### src/rtl/reg_file_scoreboard.sv
// Register file with per-register busy (pending producer) tracking, write-to-read
// bypass and a running count of pending registers. Register 0 is hardwired to zero.
module reg_file_scoreboard #(
    parameter int XLEN   = 32,
    parameter int ADDR_W = 5,
    parameter int NUM_RD = 2
) (
    input  logic                     clk,
    input  logic                     rst,
    input  logic [NUM_RD*ADDR_W-1:0] readAddr,
    input  logic [NUM_RD-1:0]        readEnable,
    output logic [NUM_RD*XLEN-1:0]   readData,
    input  logic                     regWrite,
    input  logic [ADDR_W-1:0]        writeRegister,
    input  logic [XLEN-1:0]          writeData,
    input  logic                     reserve,
    input  logic [ADDR_W-1:0]        reserveRegister,
    output logic [NUM_RD-1:0]        readBusy,
    output logic                     hazard,
    output logic [ADDR_W:0]          busyCount
);

    localparam int NREGS = 2 ** ADDR_W;
    localparam int CW    = ADDR_W + 1;

    logic [XLEN-1:0]  r_regs [NREGS];
    logic [NREGS-1:0] r_busy;
    logic [CW-1:0]    r_busy_count;

    logic             w_wr_en;
    logic             w_rsv_en;
    logic             w_set;
    logic             w_clr;
    logic [NREGS-1:0] w_busy_next;

    // Gating with rst also suppresses the bypass path while reset is held.
    assign w_wr_en  = regWrite && (writeRegister != '0) && !rst;
    assign w_rsv_en = reserve && (reserveRegister != '0) && !rst;

    // A reserve landing on the register being written keeps it busy: net count 0 if it was busy.
    assign w_set = w_rsv_en && !r_busy[reserveRegister];
    assign w_clr = w_wr_en && r_busy[writeRegister] &&
                   !(w_rsv_en && (reserveRegister == writeRegister));

    always_comb begin
        w_busy_next = r_busy;
        if (w_wr_en)
            w_busy_next[writeRegister] = 1'b0;
        if (w_rsv_en)
            w_busy_next[reserveRegister] = 1'b1;
    end

    always_ff @(posedge clk or posedge rst) begin
        if (rst) begin
            for (int i = 0; i < NREGS; i++)
                r_regs[i] <= '0;
            r_busy       <= '0;
            r_busy_count <= '0;
        end else begin
            if (w_wr_en)
                r_regs[writeRegister] <= writeData;
            r_busy       <= w_busy_next;
            r_busy_count <= r_busy_count + CW'(w_set) - CW'(w_clr);
        end
    end

    for (genvar g = 0; g < NUM_RD; g++) begin : g_rd
        logic [ADDR_W-1:0] w_addr;
        logic              w_bypass;

        assign w_addr   = readAddr[g*ADDR_W +: ADDR_W];
        assign w_bypass = w_wr_en && (writeRegister == w_addr);
        assign readData[g*XLEN +: XLEN] = w_bypass ? writeData : r_regs[w_addr];
        assign readBusy[g] = r_busy[w_addr] && !w_bypass;
    end

    assign hazard    = |(readBusy & readEnable);
    assign busyCount = r_busy_count;

endmodule

### config.mk
export PLATFORM = sky130hd
export DESIGN_NAME = reg_file_scoreboard
export DESIGN_NICKNAME = d
export VERILOG_FILES = /design/src/rtl/reg_file_scoreboard.sv
export SDC_FILE = /design/constraint.sdc
export NUM_CORES = 2
export LEC_CHECK = 0
export CORE_MARGIN = 5
export CORE_UTILIZATION = 50
export CTS_BUF_LIST = sky130_fd_sc_hd__clkbuf_4 sky130_fd_sc_hd__clkbuf_8
export DETAILED_ROUTE_END_ITERATION = 8
export GPL_TIMING_DRIVEN = 0
export PLACE_DENSITY = 0.66
export SLEW_MARGIN = 20
export SYNTH_ARGS = -nofsm -noshare
export SYNTH_HDL_FRONTEND = slang
export SYNTH_SLANG_ARGS = --single-unit
### constraint.sdc
create_clock -name clk -period 50.2 [get_ports clk]
set_input_delay 10.04 -clock clk [delete_from_list [all_inputs] [get_ports clk]]
set_output_delay 10.04 -clock clk [all_outputs]
set_load 0.02 [all_outputs]
==> parameters.txt <==
Parameter                              Value

Clock tree
  Clock tree sinks    1062
  Total CTS buffers    183
  CTS H-Tree Depth    4
  Maximum buffer depth of the clock tree    3
  Resized Gates After CTS    0
  Clock slew seen by the registers of the worst setup and hold paths    approximately 60 ps
  CTS tree    built
  Cell chosen for the clock root    clkbuf_8
  Clock latency on the worst-skew pair    between 800 and 900 ps
  Count of hold-fix buffers inserted at cts    0
  Post-CTS Setup Repair Bufs    0

Critical path
  Critical path capture point type    output port
  Type of the worst setup path    in2out
  Cell class contributing the biggest share of worst-path delay    buffers and inverters
  Largest stage delay on the critical path    between 1000 and 1500 ps
  Count of buffering cells on the critical path with inverters included    5
  Worst reg2reg setup slack    ~47000 ps
  CP startpoint kind    input pin
  Number of cells traversed by the worst register-to-register path    12
  List of cells traversed by the critical path    clkdlybuf4s50_1 -> buf_2 -> or3_1 -> clkbuf_1 -> clkbuf_1 -> o22ai_1 -> o41ai_1 -> clkdlybuf4s50_1
  Cell with the largest stage delay on the worst path    o41ai_1
  Maximum fanout along the worst path    10
  Crit path depth    8
  CP Data Required Time    roughly 40000 ps
  Critical Path AT    roughly 15000 ps

Worst hold path
  Worst hold path type    reg2reg
  Number of cells on the worst hold path    1

Synthesis
  Number of flops mapped to enable cells by yosys    0
  Area fraction in and, or, nand and nor cells after synthesis    roughly 3.6%
  Share of the synthesized area in compound gates (AO/OA/AOI/OAI)    6.366%
  Net count after synthesis    just over 4000
  Main flop type after synthesis    dfrtp_1
  Synth cell types    between 60 and 70
  Number of instances in the synthesized netlist    just over 4000
  Post-synthesis xor/xnor area fraction    0.3005%
  Fraction of registers with async set or reset after synthesis    100.0%
  #FFs+latches synth    between 1000 and 1500
  Post-synthesis mux area share    around 40%
  Largest family of logic cells by synthesized area    multiplexers
  Adder and majority cell fraction of the synthesized area    less than 1%
  Netlist Area Pre-Place    0.05829 mm²
  Synthesis warning total    0
  Sequential share of the synthesized area    between 40% and 50%
  Avg Cell Area, Syn    around 14 µm²

Power and ir drop
  Worst ir drop on vdd    around 26 µV
  Standby leakage power    between 20 and 30 nW
  Pwr dens    around 37 mW/mm²

Die
  Total die area    0.1235 mm²
  Chip height    351.4 µm
  Placeable core region    about 0.12 mm²
  Die Width    351.4 µm
  I/O pin cnt    between 100 and 150
  Number of core rows    between 100 and 150
  Initial Utilization    50.23%

STA
  Post-route clock skew    ~22 ps
  Max transition margin    9.635%
  Number of hold-slack violations in the final timing report    0
  Max-slew violation count    0
  Minimum clock period    24670 ps
  Setup Viol. Count Final    0
  Measured slew at the worst slew-check pin    around 1400 ps
  Worst setup slack after layout    approximately 26000 ps
  Final setup TNS    0 ps
  Post-route clock period utilization    between 40% and 50%
  Setup repair after global routing missed its margin    false
  Worst hold slack after final layout    about 470 ps
  Achievable frequency    just over 40 MHz

Layout
  Final standard cell count with taps included and fillers excluded    6069
  Layout Utilization    56.68%
  Synthesis-to-finish area growth    12.84%
  Layout cell share with drive strength beyond 1    a little under half
  Nets    approximately 4500

Route
  Number of detailed-routing iterations run before antenna repair    7
  Iteration-0 DRC Markers    6267
  Vias per std cell    7.112
  Overall routed net length    240.4 mm
  Drt drc    0
  Antenna viol nets, final    0
  Average wire per standard cell    39.61 µm
  Routed vias    between 40000 and 50000

Global route
  Aggregate global routing overflow    0
  Overall routing resource usage    between 30% and 40%
  Initial antenna violation count    18
  Maximum number of pins on one net before global-route repair    ~100
  First-pass GRT wire length    333.3 mm
  Via count of the first global-routing pass    42720

Placed design
  Placed cell count    5729
  Placer Congestion    around 1.0
  Minimum setup slack after placement    approximately 26000 ps
  Detail Placement HPWL    approximately 170 mm
  I/O Buffers    112

Flow run
  MaxCap Viol Count    0

Run status
  Outcome    completed
metrics by stage:
| stage | total power, mW | cell area (µm²) |
|---|---|---|
| after floorplan | 1.370 | 58290 |
| after global placement | 1.530 | 61320 |
| after detailed placement | 1.544 | 61680 |
| after CTS | 2.412 | 65690 |
| after global routing | 2.500 | 65760 |
| final | 2.427 | 65780 |
cells in the mapped netlist (all sizes together), types with 2 or more instances:
master   instances  area, µm²
inv             22      82.58
o31ai            2      15.01
a22oi            6      45.04
nand2b           7      43.79
nor3b            4      45.05
buf            309       2044
mux2          1031      11610
dfrtp         1062      26580
a22o            11      96.34
ha               6      75.07
or2              6      37.54
a21o             2      16.27
o21ai           15      75.07
mux4           450      10190
a21oi           61      305.3
mux2i          111       1111
clkinv           2      7.510
xnor2           13      113.9
o2bb2ai          4      35.03
a221oi          58      508.0
a211oi          98      735.7
o41ai           92      940.9
and3             2      12.51
a32o             2      20.02
nor2            38      152.6
nor2b          121      757.0
nor4             5      67.56
nand3           11      55.05
and2             4      25.03
and3b            2      17.52
nand3b           3      22.52
nand4            2      12.51
nand2          199      764.5
nor3             4      31.28
o22ai          131      819.5
or3              3      18.77
clkbuf         163      611.8
xor2             7      61.31
state kept, by name, summed over array words and instances (netlist names):
register	count
busyCount	6
r_busy	32
r_regs	1024
report_power, final:
group          internal (mW)  switching (mW)
combinational          0.242           0.245
sequential             0.970          0.0927
clock                  0.493           0.385
final cells by class:
type                    instances  area (µm²)
repair buffers                132        1509
inverters                      24       97.59
fillers                      9571       50270
diodes                         11       27.53
clock inverters                36       444.2
clock buffers                 286        3567
multi-input cells            2522       28990
flip-flops and latches       1062       26580
well taps                    1524        1907
plain buffers                 472        2664
final timing paths:
check	endpoint	from
max	readData[28]	readAddr[4]
min	r_regs[1010]$_DFFE_PP0P_	r_regs[1010]$_DFFE_PP0P_
max reg2reg	busyCount[4]$_DFF_PP0_	r_busy[30]$_DFF_PP0_
min reg2reg	r_regs[1010]$_DFFE_PP0P_	r_regs[1010]$_DFFE_PP0P_
max in group asynchronous	r_regs[885]$_DFFE_PP0P_	rst
min in group asynchronous	busyCount[0]$_DFF_PP0_	rst
cells by family after synthesis:
family,after synthesis
and+or+nand+nor,412
AOI/OAI and AO/OA,491
DFF,1062
adders and majority gates,7
buffers and inverters,496
muxes,1592
xor gates and xnor gates,20
metal layers:
| metal | GRT usage [%] | wire, µm | vias to the layer above |
|---|---|---|---|
| met1 | 51.61 | 90980 | 22800 |
| met3 | 13.73 | 30230 | 819 |
| met5 | 0 | 13 | - |
| met4 | 21.79 | 16630 | 2 |
| li1 | - | - | 16400 |
| met2 | 56.00 | 102500 | 3145 |
cells in the final DEF (no fill, tap or decap), types with 13 or more instances in the layout:
| cell type | count |
|---|---|
| o22ai_1 | 131 |
| nand2_1 | 192 |
| o41ai_1 | 73 |
| a21oi_1 | 61 |
| clkdlybuf4s50_1 | 112 |
| mux2_2 | 1031 |
| mux2i_1 | 111 |
| o41ai_2 | 19 |
| mux4_2 | 434 |
| nor2_1 | 30 |
| buf_6 | 46 |
| clkinv_2 | 14 |
| inv_1 | 21 |
| o21ai_0 | 15 |
| buf_4 | 67 |
| mux4_1 | 16 |
| buf_2 | 148 |
| xnor2_1 | 13 |
| clkbuf_1 | 157 |
| clkbuf_4 | 66 |
| clkbuf_8 | 227 |
| buf_1 | 42 |
| a211oi_1 | 98 |
| dfrtp_1 | 1062 |
| a221oi_1 | 58 |
| nor2b_1 | 121 |
Power figures use the tool's default switching activity.
